## config.mk

```make
export PLATFORM = sky130hd
export DESIGN_NAME = service_ledger
export DESIGN_NICKNAME = d
export VERILOG_FILES = /design/src/rtl/service_ledger.sv
export SDC_FILE = /design/constraint.sdc
export NUM_CORES = 1
export LEC_CHECK = 0
export CELL_PAD_IN_SITES_DETAIL_PLACEMENT = 0
export CELL_PAD_IN_SITES_GLOBAL_PLACEMENT = 2
export CORE_ASPECT_RATIO = 0.6
export CORE_MARGIN = 3
export CORE_UTILIZATION = 30
export CTS_CLUSTER_SIZE = 20
export DETAILED_ROUTE_END_ITERATION = 10
export PLACE_DENSITY = 0.69
export SLEW_MARGIN = 20
export SYNTH_ARGS = -nofsm -noshare
export SYNTH_HDL_FRONTEND = slang
export SYNTH_SLANG_ARGS = --single-unit
```

## constraint.sdc

```tcl
create_clock -name clk -period 5.8 [get_ports clk]
set_input_delay 1.74 -clock clk [delete_from_list [all_inputs] [get_ports clk]]
set_output_delay 1.74 -clock clk [all_outputs]
set_load 0.005 [all_outputs]
```

## src/rtl/service_ledger.sv

```systemverilog
// Per-station service counters, saturating revenue total and a ticket queue
// feeding the cashier over a valid/ready handshake.
module service_ledger #(
  parameter int CNT_W      = 8,
  parameter int ACC_W      = 12,
  parameter int PRICE_WASH = 5,
  parameter int PRICE_SHOP = 9,
  parameter int FIFO_DEPTH = 4,
  localparam int PTR_W     = $clog2(FIFO_DEPTH),
  localparam int LVL_W     = PTR_W + 1
) (
  input  logic             clk,
  input  logic             reset,
  input  logic             ct_wash,
  input  logic             ct_shop,
  input  logic             clr_total,
  input  logic             out_ready,
  output logic             out_valid,
  output logic             out_svc,
  output logic [CNT_W-1:0] out_id,
  output logic [CNT_W-1:0] wash_cnt,
  output logic [CNT_W-1:0] shop_cnt,
  output logic [ACC_W-1:0] total,
  output logic [LVL_W-1:0] level,
  output logic             drop
);

  // Handshake: a head record transfers on a rising clk edge where
  // out_valid & out_ready; out_valid depends only on queue state, never on
  // out_ready, and the head stays stable until it is taken.

  localparam logic [ACC_W-1:0] ACC_MAX = '1;

  logic             ct_wash_q, ct_shop_q;
  logic [CNT_W-1:0] seq;
  logic [PTR_W-1:0] rd_ptr, wr_ptr;
  logic             mem_svc [FIFO_DEPTH];
  logic [CNT_W-1:0] mem_id  [FIFO_DEPTH];

  logic             wash_ev, shop_ev, pop, wr0, wr1, dropped;
  logic [1:0]       n_req;
  logic [LVL_W:0]   free_slots;
  logic             rec0_svc;
  logic [ACC_W:0]   add_val;
  logic [ACC_W+1:0] sum;
  logic [ACC_W-1:0] total_next;

  assign wash_ev   = ct_wash & ~ct_wash_q;
  assign shop_ev   = ct_shop & ~ct_shop_q;
  assign n_req     = {1'b0, wash_ev} + {1'b0, shop_ev};
  assign out_valid = (level != '0);
  assign pop       = out_valid & out_ready;
  assign out_svc   = mem_svc[rd_ptr];
  assign out_id    = mem_id[rd_ptr];

  // A pop in the same cycle frees its slot for an incoming record.
  assign free_slots = (LVL_W+1)'(FIFO_DEPTH) - {1'b0, level}
                    + {{LVL_W{1'b0}}, pop};
  assign wr0 = (n_req != 2'd0) && (free_slots != '0);
  assign wr1 = (n_req == 2'd2) && (free_slots >= {{(LVL_W-1){1'b0}}, 2'd2});
  assign dropped = ((n_req != 2'd0) && !wr0) || ((n_req == 2'd2) && !wr1);

  // With a single event the first record belongs to whichever station fired.
  assign rec0_svc = ~wash_ev;

  always_comb begin
    add_val = '0;
    if (wash_ev) add_val = add_val + (ACC_W+1)'(PRICE_WASH);
    if (shop_ev) add_val = add_val + (ACC_W+1)'(PRICE_SHOP);
    sum = {2'b00, (clr_total ? '0 : total)} + {1'b0, add_val};
    total_next = (sum > {2'b00, ACC_MAX}) ? ACC_MAX : sum[ACC_W-1:0];
  end

  always_ff @(posedge clk or posedge reset) begin
    if (reset) begin
      ct_wash_q <= 1'b0;
      ct_shop_q <= 1'b0;
      seq       <= '0;
      wash_cnt  <= '0;
      shop_cnt  <= '0;
      total     <= '0;
      drop      <= 1'b0;
      level     <= '0;
      rd_ptr    <= '0;
      wr_ptr    <= '0;
      for (int i = 0; i < FIFO_DEPTH; i++) begin
        mem_svc[i] <= 1'b0;
        mem_id[i]  <= '0;
      end
    end else begin
      ct_wash_q <= ct_wash;
      ct_shop_q <= ct_shop;
      seq       <= seq + {{(CNT_W-2){1'b0}}, n_req};
      wash_cnt  <= wash_cnt + {{(CNT_W-1){1'b0}}, wash_ev};
      shop_cnt  <= shop_cnt + {{(CNT_W-1){1'b0}}, shop_ev};
      total     <= total_next;
      if (dropped)        drop <= 1'b1;
      else if (clr_total) drop <= 1'b0;
      if (wr0) begin
        mem_svc[wr_ptr] <= rec0_svc;
        mem_id[wr_ptr]  <= seq;
      end
      if (wr1) begin
        mem_svc[wr_ptr + PTR_W'(1)] <= 1'b1;
        mem_id[wr_ptr + PTR_W'(1)]  <= seq + CNT_W'(1);
      end
      wr_ptr <= wr_ptr + {{(PTR_W-1){1'b0}}, wr0} + {{(PTR_W-1){1'b0}}, wr1};
      if (pop) rd_ptr <= rd_ptr + PTR_W'(1);
      level <= level + {{PTR_W{1'b0}}, wr0} + {{PTR_W{1'b0}}, wr1}
                     - {{PTR_W{1'b0}}, pop};
    end
  end

endmodule

```

==> results of run 1 <==
## cell families after synthesis
kind of cell / share of synthesized area
fa+ha+maj: 0.04882
xor+xnor: 0.07323
compound gates: 0.1392
simple gates: 0.1671
buf+inv: 0.04506
mux: 0.08664
flops: 0.4399
## power groups by stage
stage / Clock, mW / Sequential [mW] / Combinational [mW]
after detailed placement: 0 / 1.11 / 1.06
final: 0.582 / 1.10 / 1.05
after global routing: 0.621 / 1.15 / 1.17
after global placement: 0 / 1.10 / 1.04
after floorplan: 0 / 0.915 / 0.795
after CTS: 0.602 / 1.10 / 1.07
## final cells by class
type / count / area (µm²)
repair buffers: 53 / 515.5
clock buffers: 11 / 242.7
well taps: 198 / 247.7
fillers: 1466 / 9274
inverters: 16 / 61.31
flip-flops and latches: 82 / 2052
multi-input cells: 321 / 2402
clock inverters: 4 / 51.30
## path summary, 6_finish.rpt
kind,startpoint,endpoint,cells after the start
setup reg to reg,level[0]$_DFF_PP0_,level[2]$_DFF_PP0_,14
hold / removal,wash_cnt[7]$_DFF_PP0_,wash_cnt[7]$_DFF_PP0_,1
hold reg to reg,wash_cnt[7]$_DFF_PP0_,wash_cnt[7]$_DFF_PP0_,1
min in group asynchronous,reset,wash_cnt[7]$_DFF_PP0_,2
setup / recovery,out_ready,level[2]$_DFF_PP0_,14
max in group asynchronous,reset,mem_id[26]$_DFF_PP0_,3
## synthesized netlist by cell type (3+ instances only)
library cell | count | share of area
nand3_1 | 19 | 0.020
a21oi_1 | 38 | 0.041
nor4_1 | 3 | 0.0040
nor3_1 | 7 | 0.0075
buf_6 | 3 | 0.0072
nor2b_1 | 12 | 0.016
nor2_1 | 23 | 0.019
o21ai_0 | 9 | 0.0097
xor2_1 | 15 | 0.028
ha_1 | 15 | 0.040
nand2b_1 | 5 | 0.0067
xnor2_1 | 24 | 0.045
o211ai_1 | 4 | 0.0064
o21bai_1 | 3 | 0.0048
o22ai_1 | 4 | 0.0054
a22oi_1 | 10 | 0.016
nand2_1 | 32 | 0.026
buf_1 | 4 | 0.0032
inv_1 | 16 | 0.013
mux2i_1 | 19 | 0.041
nand4_1 | 3 | 0.0040
dfrtp_1 | 82 | 0.44
a31oi_1 | 3 | 0.0040
buf_2 | 9 | 0.0097
clkbuf_1 | 13 | 0.010
nand2_2 | 3 | 0.0040
mux4_2 | 9 | 0.043
and3_1 | 10 | 0.013
and2_1 | 5 | 0.0067
a211o_1 | 3 | 0.0056
or3_1 | 3 | 0.0040
## metal layers
layer | vias up | wire length (µm)
li1 | 1682 | -
met5 | - | 0
met1 | 1723 | 6832
met4 | 0 | 116
met2 | 78 | 4784
met3 | 10 | 585
## state kept, by name (all words and copies together) (netlist names), 2 cells and up
signal,cells
rd_ptr,2
mem_id,32
total,12
seq,8
wr_ptr,2
level,3
mem_svc,4
wash_cnt,8
shop_cnt,8
## critical path, delay by kind of cell
kind | cells | cell delay, ns
fa+ha+maj | 5 | 1.30
simple gates | 2 | 0.64
buf+inv | 3 | 0.60
xor+xnor | 2 | 0.29
compound gates | 2 | 0.24
## through the flow
step | area (µm²) | cells | util | hold WS, ns | setup WS (ns)
after floorplan | 4664 | 449 | - | 0.4533 | 1.357
after global placement | 5279 | 670 | 0.3556 | 0.4597 | 0.9050
after detailed placement | 5279 | 670 | 0.3556 | 0.4685 | 0.8280
after CTS | 5573 | 685 | 0.3754 | 0.4813 | 1.194
after global routing | 5573 | 685 | 0.3754 | 0.4906 | 1.000
final | 5573 | 685 | 0.3754 | 0.4759 | 1.203
==> results.sh, run 1 <==
export IMPL_rsz0062_at_grt="no"
export IMPL_worstPathMaxFanout=4
export IMPL_dr_pass1_iters=4
export IMPL_syn_inst=449
export IMPL_max_freq_mhz=217.5
export IMPL_synth_area_mm2=0.004664
export IMPL_hold_violations=0
export IMPL_layout_common_cells="dfrtp_1, clkdlybuf4s50_1, a21oi_1, nand2_1, xnor2_1"
export IMPL_leakage_nw=2.467
export IMPL_yosysUniqueCellTypes=66
export IMPL_core_rowCount=34
export IMPL_fin_crit_sh=0.7927
export IMPL_ys_seq_area_frac=0.4399
export IMPL_dieArea_mm2=0.01713
export IMPL_initial_core_util=0.3142
export IMPL_slew_headroom=0.4013
export IMPL_track_usage=0.1499
export IMPL_syn_to_final_growth_pct=19.47
export IMPL_setup_viol_count_final=0
export IMPL_dr_first_iter_drc_count=222
export IMPL_cp_slowest_cell="nor4b_2"
export IMPL_drive_gt1_frac=0.09651
export IMPL_worst_slew_pin_slew_ns=0.8980
export IMPL_clkTransAtPathRegs_ns=0.06
export IMPL_synth_edf_count=0
export IMPL_p_clk_frac=0.213
export IMPL_required_ns=6.02
export IMPL_num_io_pins=48
export IMPL_grt_pass1_wl_um=20060
export IMPL_die_y_um=102.6
export IMPL_drt_vias_per_instance=5.099
export IMPL_met1_usage=0.2361
export IMPL_p_int_mw=1.723
export IMPL_htreeDepth=3
export IMPL_grt_busiest_layer="met1"
export IMPL_endpoint_kind="register"
export IMPL_grt_overflow=0
export IMPL_synth_seq_cells=82
export IMPL_cap_viol_max_count=0
export IMPL_min_period_ns=4.597
export IMPL_ant_nets=0
export IMPL_r2r_slack_ns=2.16
export IMPL_seq_power_share=0.402
export IMPL_cts_sinks=82
export IMPL_dp_hpwl_um=8824
export IMPL_ys_flop_type="dfrtp_1"
export IMPL_syn_area_per_cell_um2=10.39
export IMPL_crit_path_max_incr_delay_ns=0.52
export IMPL_gp_congestion=0.7941
export IMPL_cts_root_buffer="clkbuf_16"
export IMPL_cts_tree="done"
export IMPL_power_mw=2.732
export IMPL_drcViolationCount=0
export IMPL_crit_chain="clkdlybuf4s50_1, nand2_1, ha_1, inv_1, ha_1, nor4b_2, a211oi_4, inv_1, ha_1, xnor2_1, ha_1, o21bai_1, fa_1, xor2_1"
export IMPL_fp_dieW_um=167.0
export IMPL_hold_path_class="reg2reg"
export IMPL_status="complete, no violations"
export IMPL_p_comb_frac=0.385
export IMPL_numCtsBuffers=9
export IMPL_route_vias_total=3493
export IMPL_syn_nets=471
export IMPL_wire_per_inst_um=17.98
export IMPL_timing_final_max_slew_violations=0
export IMPL_post_cts_buffers=0
export IMPL_yosys_warnings=0
export IMPL_layout_nets=505
export IMPL_grt_util_met2=0.2028
export IMPL_final_setup_tns_ns=0
export IMPL_grtUsageMet3=0.03716
export IMPL_cts_hold_buf=0
export IMPL_final_common_cell="dfrtp_1"
export IMPL_p_sw_frac=0.3694
export IMPL_skew_ns=0.01108
export IMPL_cts_repair_resized=0
export IMPL_p_switching_mw=1.009
export IMPL_io_buffers=47
export IMPL_core_area_mm2=0.01485
export IMPL_critical_path_class="in2reg"
export IMPL_antenna_found_initial=0
export IMPL_power_density_mw_per_mm2=490.2
export IMPL_critPathMostFrequentCell="ha_1"
export IMPL_async_flop_share=1.000
export IMPL_start_kind="input pin"
export IMPL_ir_drop_mv=0.1686
export IMPL_critPathArrivalTime_ns=4.82
export IMPL_grt_pass1_vias=3432
export IMPL_insertedDiodeCount=0
export IMPL_ctsLongestPathBuffers=2
export IMPL_clk_latency_ns=0.34
export IMPL_wirelength_um=12320
export IMPL_grt_max_degree=50
Note: power is estimated with default switching activity, not from simulation.
==> inputs of run 2 (changes only) <==
==> constraint.sdc (replaced) <==
create_clock -name clk -period 4.75 [get_ports clk]
set_input_delay 1.425 -clock clk [delete_from_list [all_inputs] [get_ports clk]]
set_output_delay 1.425 -clock clk [all_outputs]
set_load 0.005 [all_outputs]
==> results.sh, run 2 (synthesis results as in run 1) <==
export IMPL_rsz0062_at_grt="no"
export IMPL_drive_gt1_frac=0.1057
export IMPL_io_buffers=47
export IMPL_fin_crit_sh=0.8840
export IMPL_antenna_found_initial=0
export IMPL_grt_overflow=0
export IMPL_final_setup_tns_ns=0
export IMPL_track_usage=0.1493
export IMPL_dr_first_iter_drc_count=188
export IMPL_dp_hpwl_um=8885
export IMPL_leakage_nw=2.471
export IMPL_final_common_cell="dfrtp_1"
export IMPL_layout_common_cells="dfrtp_1, clkdlybuf4s50_1, a21oi_1, nand2_1, xnor2_1"
export IMPL_largestRegisters="mem_id: 32 flops, total: 12 flops"
export IMPL_path_delay_family="adder cells"
export IMPL_p_int_mw=2.053
export IMPL_route_vias_total=3490
export IMPL_crit_chain="clkdlybuf4s50_1, nand2_1, ha_1, inv_1, ha_1, and4b_4, a211oi_4, inv_1, ha_1, xnor2_1, ha_1, o21bai_1, fa_1, xor2_1"
export IMPL_cts_sinks=82
export IMPL_numCtsBuffers=9
export IMPL_max_freq_mhz=238.2
export IMPL_required_ns=4.98
export IMPL_p_switching_mw=1.252
export IMPL_clkTransAtPathRegs_ns=0.07
export IMPL_cts_root_buffer="clkbuf_16"
export IMPL_cp_slowest_cell="clkdlybuf4s50_1"
export IMPL_insertedDiodeCount=0
export IMPL_slew_headroom=0.4274
export IMPL_cap_viol_max_count=0
export IMPL_start_kind="input pin"
export IMPL_dr_pass1_iters=5
export IMPL_wirelength_um=12380
export IMPL_ant_nets=0
export IMPL_seq_power_share=0.404
export IMPL_initial_core_util=0.3142
export IMPL_drcViolationCount=0
export IMPL_cts_repair_resized=0
export IMPL_drt_vias_per_instance=5.058
export IMPL_setup_viol_count_final=0
export IMPL_htreeDepth=3
export IMPL_critPathArrivalTime_ns=4.42
export IMPL_gp_congestion=0.7925
export IMPL_wire_per_inst_um=17.94
export IMPL_grt_pass1_wl_um=20130
export IMPL_dp_cells=674
export IMPL_min_period_ns=4.199
export IMPL_syn_to_final_growth_pct=19.77
export IMPL_cts_hold_buf=0
export IMPL_p_comb_frac=0.395
export IMPL_status="complete, no violations"
export IMPL_skew_ns=0.01293
export IMPL_crit_path_max_incr_delay_ns=0.40
export IMPL_grt_pass1_vias=3438
export IMPL_cts_tree="done"
export IMPL_fp_dieW_um=167.0
export IMPL_p_sw_frac=0.3788
export IMPL_largest_reg_flops=32
export IMPL_grt_max_degree=35
export IMPL_power_density_mw_per_mm2=591.7
export IMPL_regMostFlops="mem_id"
export IMPL_num_io_pins=48
export IMPL_final_cells=690
export IMPL_critical_path_class="in2reg"
export IMPL_p_clk_frac=0.201
export IMPL_hold_path_class="reg2reg"
export IMPL_clk_latency_ns=0.34
export IMPL_core_rowCount=34
export IMPL_ctsLongestPathBuffers=2
export IMPL_die_y_um=102.6
export IMPL_post_cts_buffers=0
export IMPL_ir_drop_mv=0.2810
export IMPL_worstPathMaxFanout=4
export IMPL_timing_final_max_slew_violations=0
export IMPL_critPathMostFrequentCell="ha_1"
export IMPL_core_area_mm2=0.01485
export IMPL_endpoint_kind="register"
export IMPL_worst_slew_pin_slew_ns=0.8590
export IMPL_hold_violations=0
export IMPL_cp_num_buf_inv=3
export IMPL_dieArea_mm2=0.01713
export IMPL_layout_nets=509
## run 2: changes by cell type in the layout (fill, tap and decap cells not counted), sizes merged
| cell | previous run | this run |
|---|---|---|
| clkbuf | 11 | 10 |
| clkinv | 2 | 1 |
| clkinvlp | 1 | 3 |
| inv | 16 | 18 |
| buf | 6 | 10 |
| bufinv | 1 | 0 |
## run 2: final timing paths
path | start | endpoint | slack [ns] | depth (start not counted)
worst min-delay path | shop_cnt[7]$_DFF_PP0_ | shop_cnt[7]$_DFF_PP0_ | 0.48 | 1
worst min register to register | shop_cnt[7]$_DFF_PP0_ | shop_cnt[7]$_DFF_PP0_ | 0.48 | 1
min in group asynchronous | reset | wash_cnt[1]$_DFF_PP0_ | 1.48 | 2
max in group asynchronous | reset | mem_id[0]$_DFF_PP0_ | 2.47 | 3
worst max register to register | level[0]$_DFF_PP0_ | level[2]$_DFF_PP0_ | 1.17 | 14
worst max-delay path | out_ready | level[2]$_DFF_PP0_ | 0.55 | 14
## run 2: worst reg2reg max path, delay by kind of cell (launching register included)
family / cells / cell delay [ns]
adders and majority gates: 5 / 1.40
and+or+nand+nor: 3 / 0.80
AOI/OAI and AO/OA: 2 / 0.42
DFF: 1 / 0.43
xor gates and xnor gates: 2 / 0.29
buffers and inverters: 2 / 0.12
## run 2: per-stage QoR
stage | hold slack, ns | worst slack [ns] | total power, mW | cell area (µm²) | utilization
after CTS | 0.4818 | 0.5489 | 3.351 | 5587 | 0.3763
final | 0.4804 | 0.5512 | 3.305 | 5587 | 0.3763
after floorplan | 0.4533 | 0.6219 | 2.088 | 4664 | -
after global placement | 0.4601 | 0.2844 | 2.635 | 5309 | 0.3576
after global routing | 0.4918 | 0.3873 | 3.559 | 5587 | 0.3763
after detailed placement | 0.4684 | 0.2107 | 2.664 | 5309 | 0.3576
## run 2: cell type report
cell class,count,area [µm²]
clock buffers,10,229.0
fillers,1476,9260
well taps,198,247.7
flip-flops and latches,82,2052
inverters,16,61.31
repair buffers,57,545.5
multi-input cells,321,2402
clock inverters,6,48.80
## run 2: metal layers
| metal | up-vias | track usage | share of wire |
|---|---|---|---|
| met3 | 6 | 0.04023 | 0.060 |
| li1 | 1691 | - | - |
| met5 | - | 0 | 0 |
| met4 | 0 | 0.03359 | 0.0058 |
| met1 | 1709 | 0.2361 | 0.55 |
| met2 | 84 | 0.1988 | 0.39 |
## run 2: power by group through the flow
stage	Sequential (mW)	Clock (mW)	Combinational, mW
6_report	1.34	0.665	1.30
5_1_grt	1.39	0.723	1.45
4_1_cts	1.34	0.692	1.32
3_5_place_dp	1.35	0	1.31
3_3_place_gp	1.35	0	1.29
2_1_floorplan	1.12	0	0.970
